### src/rtl/csla_pkg.sv
// Shared constants and state encoding for the carry select adder and its accumulator.
package csla_pkg;
  localparam int CSLA_WIDTH   = 32;
  localparam int CSLA_CNT_W   = 8;
  localparam int CSLA_CARRY_W = 8;

  typedef enum logic [1:0] {
    IDLE = 2'd0,
    ACC  = 2'd1,
    DONE = 2'd2
  } acc_state_t;
endpackage

### src/rtl/csla.sv
// 32-bit carry select adder: each block precomputes both carry-in cases, and the
// ripple of block carries only drives the select muxes.
module csla
  import csla_pkg::*;
#(
  parameter int WIDTH = CSLA_WIDTH,
  parameter int BLK   = 4
) (
  input  logic [WIDTH-1:0] x,
  input  logic [WIDTH-1:0] y,
  output logic [WIDTH-1:0] s,
  output logic             cout
);
  localparam int NB = WIDTH / BLK;

  logic [NB:0] c;
  assign c[0] = 1'b0;

  for (genvar b = 0; b < NB; b++) begin : g_blk
    logic [BLK:0] r0, r1;
    assign r0 = {1'b0, x[b*BLK +: BLK]} + {1'b0, y[b*BLK +: BLK]};
    assign r1 = {1'b0, x[b*BLK +: BLK]} + {1'b0, y[b*BLK +: BLK]} + (BLK+1)'(1);
    assign s[b*BLK +: BLK] = c[b] ? r1[BLK-1:0] : r0[BLK-1:0];
    assign c[b+1]          = c[b] ? r1[BLK]     : r0[BLK];
  end

  assign cout = c[NB];
endmodule

### src/rtl/csla_accumulator.sv
// Burst accumulator around one csla; carry-outs are counted in an extension counter.
// Define CSLA_ACCUMULATOR_OVF_EN to add the sticky ovf flag for extension-counter wrap.
module csla_accumulator
  import csla_pkg::*;
#(
  parameter int WIDTH   = CSLA_WIDTH,
  parameter int CNT_W   = CSLA_CNT_W,
  parameter int CARRY_W = CSLA_CARRY_W
) (
  input  logic               clk,
  input  logic               rst_n,
  input  logic               start,
  input  logic [CNT_W-1:0]   len,
  input  logic               in_valid,
  output logic               in_ready,
  input  logic [WIDTH-1:0]   in_data,
  output logic               out_valid,
  input  logic               out_ready,
  output logic [WIDTH-1:0]   out_sum,
  output logic [CARRY_W-1:0] out_carry,
  output logic               busy
`ifdef CSLA_ACCUMULATOR_OVF_EN
  ,
  output logic               ovf
`endif
);
  acc_state_t         state, state_n;
  logic [WIDTH-1:0]   acc;
  logic [CARRY_W-1:0] carry;
  logic [CNT_W-1:0]   remaining;
  logic [WIDTH-1:0]   s;
  logic               cout;
  logic               hs;

  csla #(.WIDTH(WIDTH)) u_csla (
    .x    (acc),
    .y    (in_data),
    .s    (s),
    .cout (cout)
  );

  assign hs = (state == ACC) && in_valid;

  always_ff @(posedge clk or negedge rst_n) begin
    if (!rst_n) state <= IDLE;
    else        state <= state_n;
  end

  always_comb begin
    state_n = state;
    case (state)
      IDLE: if (start) state_n = (len != '0) ? ACC : DONE;
      ACC:  if (hs && remaining == CNT_W'(1)) state_n = DONE;
      DONE: if (out_ready) state_n = IDLE;
      default: state_n = IDLE;
    endcase
  end

  always_ff @(posedge clk or negedge rst_n) begin
    if (!rst_n) begin
      acc       <= '0;
      carry     <= '0;
      remaining <= '0;
    end else if (state == IDLE && start) begin
      acc       <= '0;
      carry     <= '0;
      remaining <= len;
    end else if (hs) begin
      acc       <= s;
      carry     <= carry + CARRY_W'(cout);
      remaining <= remaining - CNT_W'(1);
    end
  end

`ifdef CSLA_ACCUMULATOR_OVF_EN
  // Wrap happens exactly when a carry arrives while the counter is all ones.
  always_ff @(posedge clk or negedge rst_n) begin
    if (!rst_n)                      ovf <= 1'b0;
    else if (state == IDLE && start) ovf <= 1'b0;
    else if (hs && cout && &carry)   ovf <= 1'b1;
  end
`endif

  assign in_ready  = (state == ACC);
  assign out_valid = (state == DONE);
  assign busy      = (state != IDLE);
  assign out_sum   = acc;
  assign out_carry = carry;
endmodule
### config.mk
export PLATFORM = sky130hd
export DESIGN_NAME = csla_accumulator
export DESIGN_NICKNAME = d
export VERILOG_FILES = /design/src/rtl/csla_pkg.sv /design/src/rtl/csla.sv /design/src/rtl/csla_accumulator.sv
export SDC_FILE = /design/constraint.sdc
export NUM_CORES = 1
export LEC_CHECK = 0
export ABC_AREA = 1
export CAP_MARGIN = 30
export CORE_ASPECT_RATIO = 1.2
export CORE_MARGIN = 4
export CORE_UTILIZATION = 50
export DETAILED_ROUTE_END_ITERATION = 7
export GPL_TIMING_DRIVEN = 0
export PLACE_DENSITY = 0.79
export SYNTH_ARGS = -nofsm -noshare
export SYNTH_HDL_FRONTEND = slang
export SYNTH_SLANG_ARGS = --single-unit
export TNS_END_PERCENT = 30
### constraint.sdc
create_clock -name clk -period 4.25 [get_ports clk]
set_clock_uncertainty 0.05 [all_clocks]
set_input_delay 0.85 -clock clk [delete_from_list [all_inputs] [get_ports clk]]
set_output_delay 0.85 -clock clk [all_outputs]
set_load 0.005 [all_outputs]
Word-level counts from Yosys, hierarchy flattened
Cells that the tools add are included.
{"block": "classes", "muxes": 25, "bitwise": 0, "n_reduce_logical": 8, "add_sub_neg": 17, "shift": 0, "n_eq_ne": 6, "div_mod_pow": 0, "magnitude_cmp": 0, "mul": 0}
{"operator": "32-bit 2-to-1 mux", "count": 2}
{"operator": "4-bit by 4-bit adder with 5-bit output", "count": 8}
{"operator": "5-bit by 1-bit adder with 5-bit output (second input constant)", "count": 7}
{"operator": "8-bit 2-to-1 mux", "count": 4}
{"operator": "4-bit 2-to-1 mux", "count": 7}
{"operator": "8-bit by 1-bit adder with 8-bit output", "count": 1}
{"operator": "8-bit by 1-bit equality test with 1-bit output (second input constant)", "count": 1}
{"operator": "2-bit 2-to-1 mux", "count": 4}
{"operator": "8-bit nonzero test", "count": 1}
{"operator": "8-bit by 1-bit subtractor with 8-bit output (second input constant)", "count": 1}
{"operator": "1-bit 2-to-1 mux", "count": 7}
{"operator": "2-bit one-hot mux with 3 select lines", "count": 1}
{"operator": "2-bit by 1-bit != test with 1-bit output (second input constant)", "count": 2}
{"operator": "2-bit nonzero test", "count": 2}
{"operator": "1-bit logical AND", "count": 3}
{"operator": "3-bit AND reduction", "count": 1}
{"operator": "2-bit by 1-bit equality test with 1-bit output (second input constant)", "count": 1}
{"operator": "2-bit equality test (second input constant)", "count": 1}
{"operator": "2-bit logical NOT", "count": 1}
{"operator": "2-bit != test (second input constant)", "count": 1}
{"block": "word_totals", "memories": 0, "latch_bits": 0, "mem_bits_rw": 0, "romBits": 0, "output_inout_bits": 43, "word_cells": 60, "register_bits": 50, "in_bits": 45}

Longest topological paths before layout
Gate-level depths: netlist (run 1).
{"block": "depth", "depth_word": 12, "mapped_depth": 29, "mapped_depth_nobuf": 29}

Cells and area by module
A second synthesis (run 1) with hierarchy kept.
{"block": "hier_totals", "hier_cells": 493, "area_unflattened_um2": 4197.8}
{"module": "csla_accumulator", "area_per_inst_um2": 2263.4, "cells_each": 232, "n_inst": 1, "seq_area_each_um2": 1251.2}
{"module": "csla", "area_per_inst_um2": 1934.4, "cells_each": 261, "n_inst": 1, "seq_area_each_um2": 0.0}

Least setup slack after synthesis (run 1)
No wires, ideal clock.
{"block": "synth_timing", "path_kind": "input-to-reg", "start": "in in_data[4]", "end": "reg carry[7] (netlist: out_carry[7])", "path_buffers": 0, "arrival_ns": 3.914, "t_required_ns": 4.123, "path_slack_ns": 0.209, "cell_stages": 26, "path_cell_list": "ha_1 fa_1 ha_1 nand3_2 nor2_4 nand3_1 nand2_2 nand2_4 nand2_4 nand2_4 nand2_2 nand3_2 nand3_1 nand3_2 nand3_1 nand2_1 inv_1 ha_1 inv_1 nor2_1 nand2_1 nor2_1 nand2_1 nor3_1 o21ai_0 a21oi_1"}
{"block": "synth_via", "elab_chain_len": 12}
{"element": "from (decl)", "line_no": "csla_accumulator.sv:16", "rtl": "input logic [WIDTH-1:0] in_data,"}
{"element": "4-bit by 4-bit adder with 5-bit output (*)", "line_no": "csla.sv:21, csla.sv:22"}
{"element": "5-bit by 1-bit adder with 5-bit output", "line_no": "csla.sv:22", "rtl": "assign r1 = {1'b0, x[b*BLK +: BLK]} + {1'b0, y[b*BLK +: BLK]} + (BLK+1)'(1);"}
{"element": "1-bit 2-to-1 mux (*) (7 in a row)", "line_no": "csla.sv:24", "rtl": "assign c[b+1] = c[b] ? r1[BLK] : r0[BLK];"}
{"element": "8-bit by 1-bit adder with 8-bit output (*)", "line_no": "csla_accumulator.sv:70", "rtl": "carry <= carry + CARRY_W'(cout);"}
{"element": "8-bit 2-to-1 mux (*)", "line_no": "csla_accumulator.sv:68", "rtl": "end else if (hs) begin"}
{"element": "8-bit 2-to-1 mux (*)", "line_no": "csla_accumulator.sv:64", "rtl": "end else if (state == IDLE && start) begin"}
{"element": "to (signal assigned)", "line_no": "csla_accumulator.sv:70"}
{"element": "to (decl)", "line_no": "csla_accumulator.sv:29", "rtl": "logic [CARRY_W-1:0] carry;"}
Mark *: on every way between the ends. The rest lies on a longest branch, timed or not. The select of a mux whose other input is x is not followed.
A chain may end at the register's enable or synchronous reset.

Worst setup path after layout (run 1)
{"block": "layout_timing", "start": "in in_data[4]", "end": "reg carry[6] (netlist: out_carry[6])"}
Same word-level chain as after synthesis.

==> run_results.csv, run 1 <==
group,metric,value,unit
critical_path,path_max_fanout,4,
logic_synthesis,synthArstFlopShare,100.0,%
power_and_ir_drop,pwr-share-clk,7.0,%
place,port_buffers,87,
critical_path,required,4450,ps
global_routing,grt_pass1_wl,17420,µm
floorplanning,dieArea,0.009616,mm²
power_and_ir_drop,p_switching,2.040,mW
logic_synthesis,synth_top_area_cell,"dfrtp_1",
job,cap_violations,0,
critical_path,worst-path-buf-inv,2,
outcome,run_status,"finished, final reports clean",
power_and_ir_drop,leakage,2.686,nW
route,drt-initial-drc-count,243,
floorplanning,io_pins,88,
logic_synthesis,syn_nets,617,
route,route.detailed.wl_per_inst,14.74,µm
cells_and_area,fin_cells,730,
floorplanning,core_region_area,0.007795,mm²
logic_synthesis,syn_avg_cell_area,7.779,µm²
critical_path,cp_slowest_cell,"fa_1",
power_and_ir_drop,power,4.150,mW
clock_tree,clkTransAtPathRegs,90,ps
logic_synthesis,synthTopCellsByCount,"nand2_1, inv_1, dfrtp_1",
place,place_inst,701,
power_and_ir_drop,p_sw_share,49.16,%
clock_tree,clock_sinks,50,
place,routabilityCongestion,0.8541,
clock_tree,numCtsBuffers,5,
cells_and_area,fill_cells,609,
timing,tightest_slew,573.9,ps
clock_tree,ctsHtreeMaxLevel,2,
logic_synthesis,synth_area,0.004053,mm²
logic_synthesis,synth_edf_count,0,
timing,setup_viol,0,
critical_path,cp_slowest_stage_delay,540,ps
global_routing,grt.total_usage,21.77,%
timing,fin_crit_sh,96.46,%
route,drc_errors,0,
route,drt-total-wl,10760,µm
route,vias,4019,
cells_and_area,seq_area,0.001251,mm²
route,drt-pass1-iter-count,5,
clock_tree,root_buffer,"clkbuf_8",
cells_and_area,final_layout_size_suffix_gt1_share,14.58,%
logic_synthesis,synthTopCellsByArea,"dfrtp_1, ha_1, nand2_1",
critical_path,arrival,4300,ps
clock_tree,cts.path.max_buffers,2,
power_and_ir_drop,combinationalPowerShare,72.9,%
critical_path,cp-start-kind,"primary input",
power_and_ir_drop,pwr-share-seq,20.0,%
critical_path,critical_path_class,"in2reg",
route,vias_per_cell,5.505,
global_routing,antenna_found_initial,0,
power_and_ir_drop,intPower,2.110,mW
clock_tree,cts_hold_buf,0,
place,hpwl,7762,µm
logic_synthesis,syn_inst,521,
floorplanning,start_util,51.99,%
timing,max_freq,243.9,MHz
timing,hold_viol,0,
power_and_ir_drop,p_per_area,746.3,mW/mm²
critical_path,cp-end-kind,"flip-flop",
route,drtAntennaViolNets,0,
cells_and_area,nets,733,
logic_synthesis,synth.lib_cells_used.distinct,36,
critical_path,r2r_slack,520,ps
clock_tree,cts_tree,"yes",
global_routing,gr-total-overflow,0,
floorplanning,rows,35,
cells_and_area,syn2layout_area_growth,37.20,%
critical_path,crit_family,"simple AND/OR/NAND/NOR gates",
global_routing,grt_pass1_vias,3910,
global_routing,grt_max_degree,30,
logic_synthesis,ys.flop_type,"dfrtp_1",
timing,final_max_slew_viol_count,0,
hold_path,min_path_type,"reg2reg",
logic_synthesis,yosysMostFrequentCell,"nand2_1",
cells_and_area,n_antenna_cell,0,
power_and_ir_drop,vdd_drop_max,289.3,µV
logic_synthesis,synth_seq_area_share,30.87,%
timing,setup-tns-final,0,ps
clock_tree,clock_latency,300,ps
timing,slew_headroom,61.74,%
floorplanning,die-height,106.6,µm
logic_synthesis,synth_top_area_share,30.87,%
cells_and_area,multiInputGateArea,0.002771,mm²
logic_synthesis,yosys_warnings,0,
floorplanning,die_width,90.19,µm
logic_synthesis,synth_seq_cells,50,
critical_path,cpMostUsedCell,"nand3_2",
timing,min_period,4100,ps
## stage by stage
step                      instance area, µm²  hold slack (ps)  setup WS, ps  util [%]
after global routing                    5560            475.8        -38.75     71.33
final                                   5560            433.4         150.5     71.33
after floorplan                         4053            406.8         208.6         -
after detailed placement                5054            407.7        -689.4     64.83
after global placement                  5039            400.9        -563.7     64.64
after CTS                               5405            428.0         18.44     69.34
## what timing repair did
action / in CTS / in global routing
endpoints found under the setup margin: 5 / 5
resized for setup: 36 / 23
setup buffers: 12 / 9
pin swaps: 27 / 34
## power groups by stage
stage | registers [mW] | logic (mW) | clock network [mW]
after floorplan | 0.810 | 1.67 | 0
after global placement | 0.827 | 2.31 | 0
after detailed placement | 0.834 | 2.40 | 0
after CTS | 0.829 | 2.81 | 0.294
after global routing | 0.856 | 3.33 | 0.316
final | 0.831 | 3.03 | 0.292
## worst reg2reg max path, cell delays in order, from the launching register on
cell	delay (ps)
dfrtp_1	420
ha_2	190
fa_1	540
ha_2	210
nand3_2	80
nor2_4	170
nand3_2	100
nand2_4	90
nand3_2	120
nand3_4	140
nand2_4	90
nand2_8	100
nand2_8	80
nand2_8	80
nand3_4	80
nand3_2	80
nand2_1	60
inv_2	80
ha_1	150
nand2_1	90
nor2_2	150
and3_1	190
nand2_1	70
a21oi_1	120
o21a_1	130
## per-layer routing
metal / global-route usage, % / share of wire [%] / wire length [µm] / vias up
met4: 7.877 / 1.9 / 201 / 0
met2: 40.10 / 52 / 5587 / 134
met5: 0 / 0 / 0 / -
li1: - / - / - / 1971
met1: 26.05 / 41 / 4381 / 1892
met3: 2.667 / 5.5 / 590 / 22
## registers in the layout, indices dropped and copies added, names as in the netlist
| name | count |
|---|---|
| out_sum | 32 |
| remaining | 8 |
| out_carry | 8 |
| state | 2 |
## cell usage in the layout (no fill, tap or decap), types with 7 or more instances in the layout
master | synthesis | routed
clkbuf_1 | 6 | 7
dfrtp_1 | 50 | 50
nand2_1 | 121 | 119
ha_2 | 0 | 7
inv_1 | 62 | 58
buf_4 | 0 | 21
ha_1 | 43 | 35
o31ai_1 | 7 | 7
o21ai_1 | 6 | 7
fa_1 | 8 | 7
o21ai_0 | 28 | 27
inv_2 | 6 | 10
a21oi_1 | 17 | 16
xnor2_1 | 9 | 8
nor2_1 | 40 | 33
nand3_4 | 0 | 8
clkdlybuf4s50_1 | 0 | 82
xor2_1 | 14 | 13
nand3_1 | 40 | 35
## final timing paths
path,start,end,depth (start not counted)
worst max-delay path,in_data[4],out_carry[6],25
worst min-delay path,out_carry[7],out_carry[7],1
worst max register to register,out_sum[4],out_carry[6],24
worst min register to register,out_carry[7],out_carry[7],1
max in group asynchronous,rst_n,out_sum[31],2
min in group asynchronous,rst_n,out_sum[8],1
## cells by family (layout without fill, tap and decap cells)
group | after synthesis | in the layout | share of synthesized area, %
AOI/OAI and AO/OA | 82 | 82 | 12.32
xor gates and xnor gates | 23 | 23 | 4.971
adders and majority gates | 51 | 51 | 17.23
buffers and inverters | 75 | 192 | 6.946
DFF | 50 | 50 | 30.87
and+or+nand+nor | 240 | 240 | 27.66
## layout make-up
cell class / instances / area share (%)
inverter: 68 / 4.590
sequential: 50 / 22.50
multi-input combinational: 396 / 49.84
clock buffer: 7 / 1.553
tap: 92 / 2.070
timing repair buffer: 109 / 18.88
clock inverter: 1 / 0.09001
buffer: 7 / 0.4725
No activity file was read; power rests on OpenSTA's default activity.
==> run 2, diff against run 1 <==
Settings changed: REMOVE_ABC_BUFFERS from default to 1.
==> run_results.csv, run 2 (same netlist as run 1, synthesis figures left out) <==
group,metric,value,unit
power_and_ir_drop,p_switching,2.116,mW
global_routing,grt_max_degree,38,
timing,hold_viol,0,
floorplanning,rows,35,
floorplanning,die-height,106.6,µm
clock_tree,cts.path.max_buffers,2,
route,vias,4043,
cells_and_area,mostFrequentLayoutCell,"nand2_1",
critical_path,path_max_fanout,3,
power_and_ir_drop,intPower,2.270,mW
timing,max_freq,242.8,MHz
power_and_ir_drop,combinationalPowerShare,73.3,%
floorplanning,die_width,90.19,µm
cells_and_area,syn2layout_area_growth,40.72,%
route,drtAntennaViolNets,0,
critical_path,cp-end-kind,"flip-flop",
floorplanning,io_pins,88,
clock_tree,cts_tree,"yes",
route,drt-pass1-iter-count,6,
clock_tree,clock_sinks,50,
timing,holdWs,422.7,ps
place,routabilityCongestion,0.8421,
route,drc_errors,0,
global_routing,grt.total_usage,22.12,%
hold_path,min_path_type,"reg2reg",
power_and_ir_drop,p_per_area,769.2,mW/mm²
global_routing,antenna_found_initial,0,
route,vias_per_cell,5.508,
cells_and_area,final_util,73.16,%
place,hpwl,7525,µm
global_routing,gr-total-overflow,0,
power_and_ir_drop,p_sw_share,48.25,%
power_and_ir_drop,power,4.387,mW
global_routing,grt_pass1_wl,17980,µm
power_and_ir_drop,leakage,2.766,nW
clock_tree,cts_hold_buf,0,
clock_tree,root_buffer,"clkbuf_8",
timing,min_period,4119,ps
timing,setup_viol,0,
cells_and_area,fill_cells,602,
cells_and_area,mostFrequentLayoutCells,"nand2_1, clkdlybuf4s50_1, inv_1",
critical_path,cp-start-kind,"primary input",
power_and_ir_drop,vdd_drop_max,461.0,µV
cells_and_area,nets,737,
cells_and_area,final_layout_size_suffix_gt1_share,17.45,%
cells_and_area,largest_reg_flops,32,
cells_and_area,n_antenna_cell,0,
place,port_buffers,87,
job,cap_violations,0,
critical_path,required,4410,ps
power_and_ir_drop,pwr-share-clk,7.9,%
route,route.detailed.wl_per_inst,15.16,µm
floorplanning,start_util,51.99,%
timing,slew_headroom,49.78,%
clock_tree,clkTransAtPathRegs,100,ps
clock_tree,numCtsBuffers,5,
outcome,run_status,"finished, final reports clean",
route,drt-initial-drc-count,203,
global_routing,grt_pass1_vias,4066,
floorplanning,core_region_area,0.007795,mm²
power_and_ir_drop,pwr-share-seq,18.9,%
clock_tree,clock_latency,300,ps
route,drt-total-wl,11130,µm
timing,fin_crit_sh,96.91,%
timing,tightest_slew,751.6,ps
floorplanning,dieArea,0.009616,mm²
critical_path,critical_path_class,"in2reg",
timing,final_max_slew_viol_count,0,
critical_path,arrival,4280,ps
clock_tree,ctsHtreeMaxLevel,2,
run 2: changes by cell type in the layout (fill, tap and decap cells not counted), sizes merged:
cell	previous run	this run
clkinv	1	2
bufinv	0	1
buf	24	34
clkbuf	13	5
run 2: layout make-up:
type | count | area, µm² | area share [%]
multi-input cells | 396 | 2824 | 49.52
flip-flops and latches | 50 | 1251 | 21.94
repair buffers | 120 | 1149 | 20.14
inverters | 68 | 255.2 | 4.476
well taps | 92 | 115.1 | 2.018
clock buffers | 5 | 68.82 | 1.207
clock inverters | 3 | 40.04 | 0.7021
run 2: timing repair:
item,4_1_cts,5_1_grt
gates resized for setup,32,39
pin swaps,23,36
cloned,0,0
endpoints found under the setup margin,5,6
buffers inserted,13,19
run 2: through the flow:
step,area [µm²],std cells,setup WS (ps),TNS [ps]
after detailed placement,5027,694,-704.5,-3420
after floorplan,4026,514,207.8,0
after global placement,5012,693,-575.9,-2301
final,5703,734,131.1,0
after global routing,5703,734,-46.13,-106.9
after CTS,5391,715,8.763,0
run 2: final timing paths:
| kind | startpoint | to | slack (ps) | cells past startpoint |
|---|---|---|---|---|
| min in group asynchronous | rst_n | out_carry[7] | 440 | 1 |
| worst max register to register | out_sum[4] | out_carry[6] | 470 | 26 |
| max in group asynchronous | rst_n | out_sum[23] | 3170 | 2 |
| worst min register to register | out_carry[7] | out_carry[7] | 420 | 1 |
| worst min-delay path | out_carry[7] | out_carry[7] | 420 | 1 |
| worst max-delay path | in_data[4] | out_carry[6] | 130 | 27 |
run 2: worst max-delay path, stage by stage:
cell and delay (ps):
dlygate4sd2_1 240, ha_2 180, fa_1 530, ha_2 200, nand3_2 80, nor2_4 170
nand3_2 110, nand2_4 100, nand2_4 70, nand2_4 80, nand2_4 60, nand2_4 80
nand3_4 110, buf_12 150, nand2_8 100, nand2_8 70, nand3_4 90, nand3_2 90
nand2_2 80, inv_2 50, ha_2 170, nand2_2 120, nor2_4 50, and3_4 180
nand2_1 80, a21oi_2 50, o21a_1 130
run 2: layer usage:
layer	global-route usage, %	part of all wire, %
met1	26.53	41
met4	5.361	2.3
met5	0	0
met2	41.86	53
met3	2.807	4.3
run 2: power by group through the flow:
stage | registers, mW | logic (mW) | clock network, mW
after floorplan | 0.810 | 1.66 | 0
after global placement | 0.823 | 2.28 | 0
after detailed placement | 0.830 | 2.39 | 0
after CTS | 0.822 | 2.80 | 0.350
after global routing | 0.856 | 3.52 | 0.371
final | 0.827 | 3.21 | 0.345
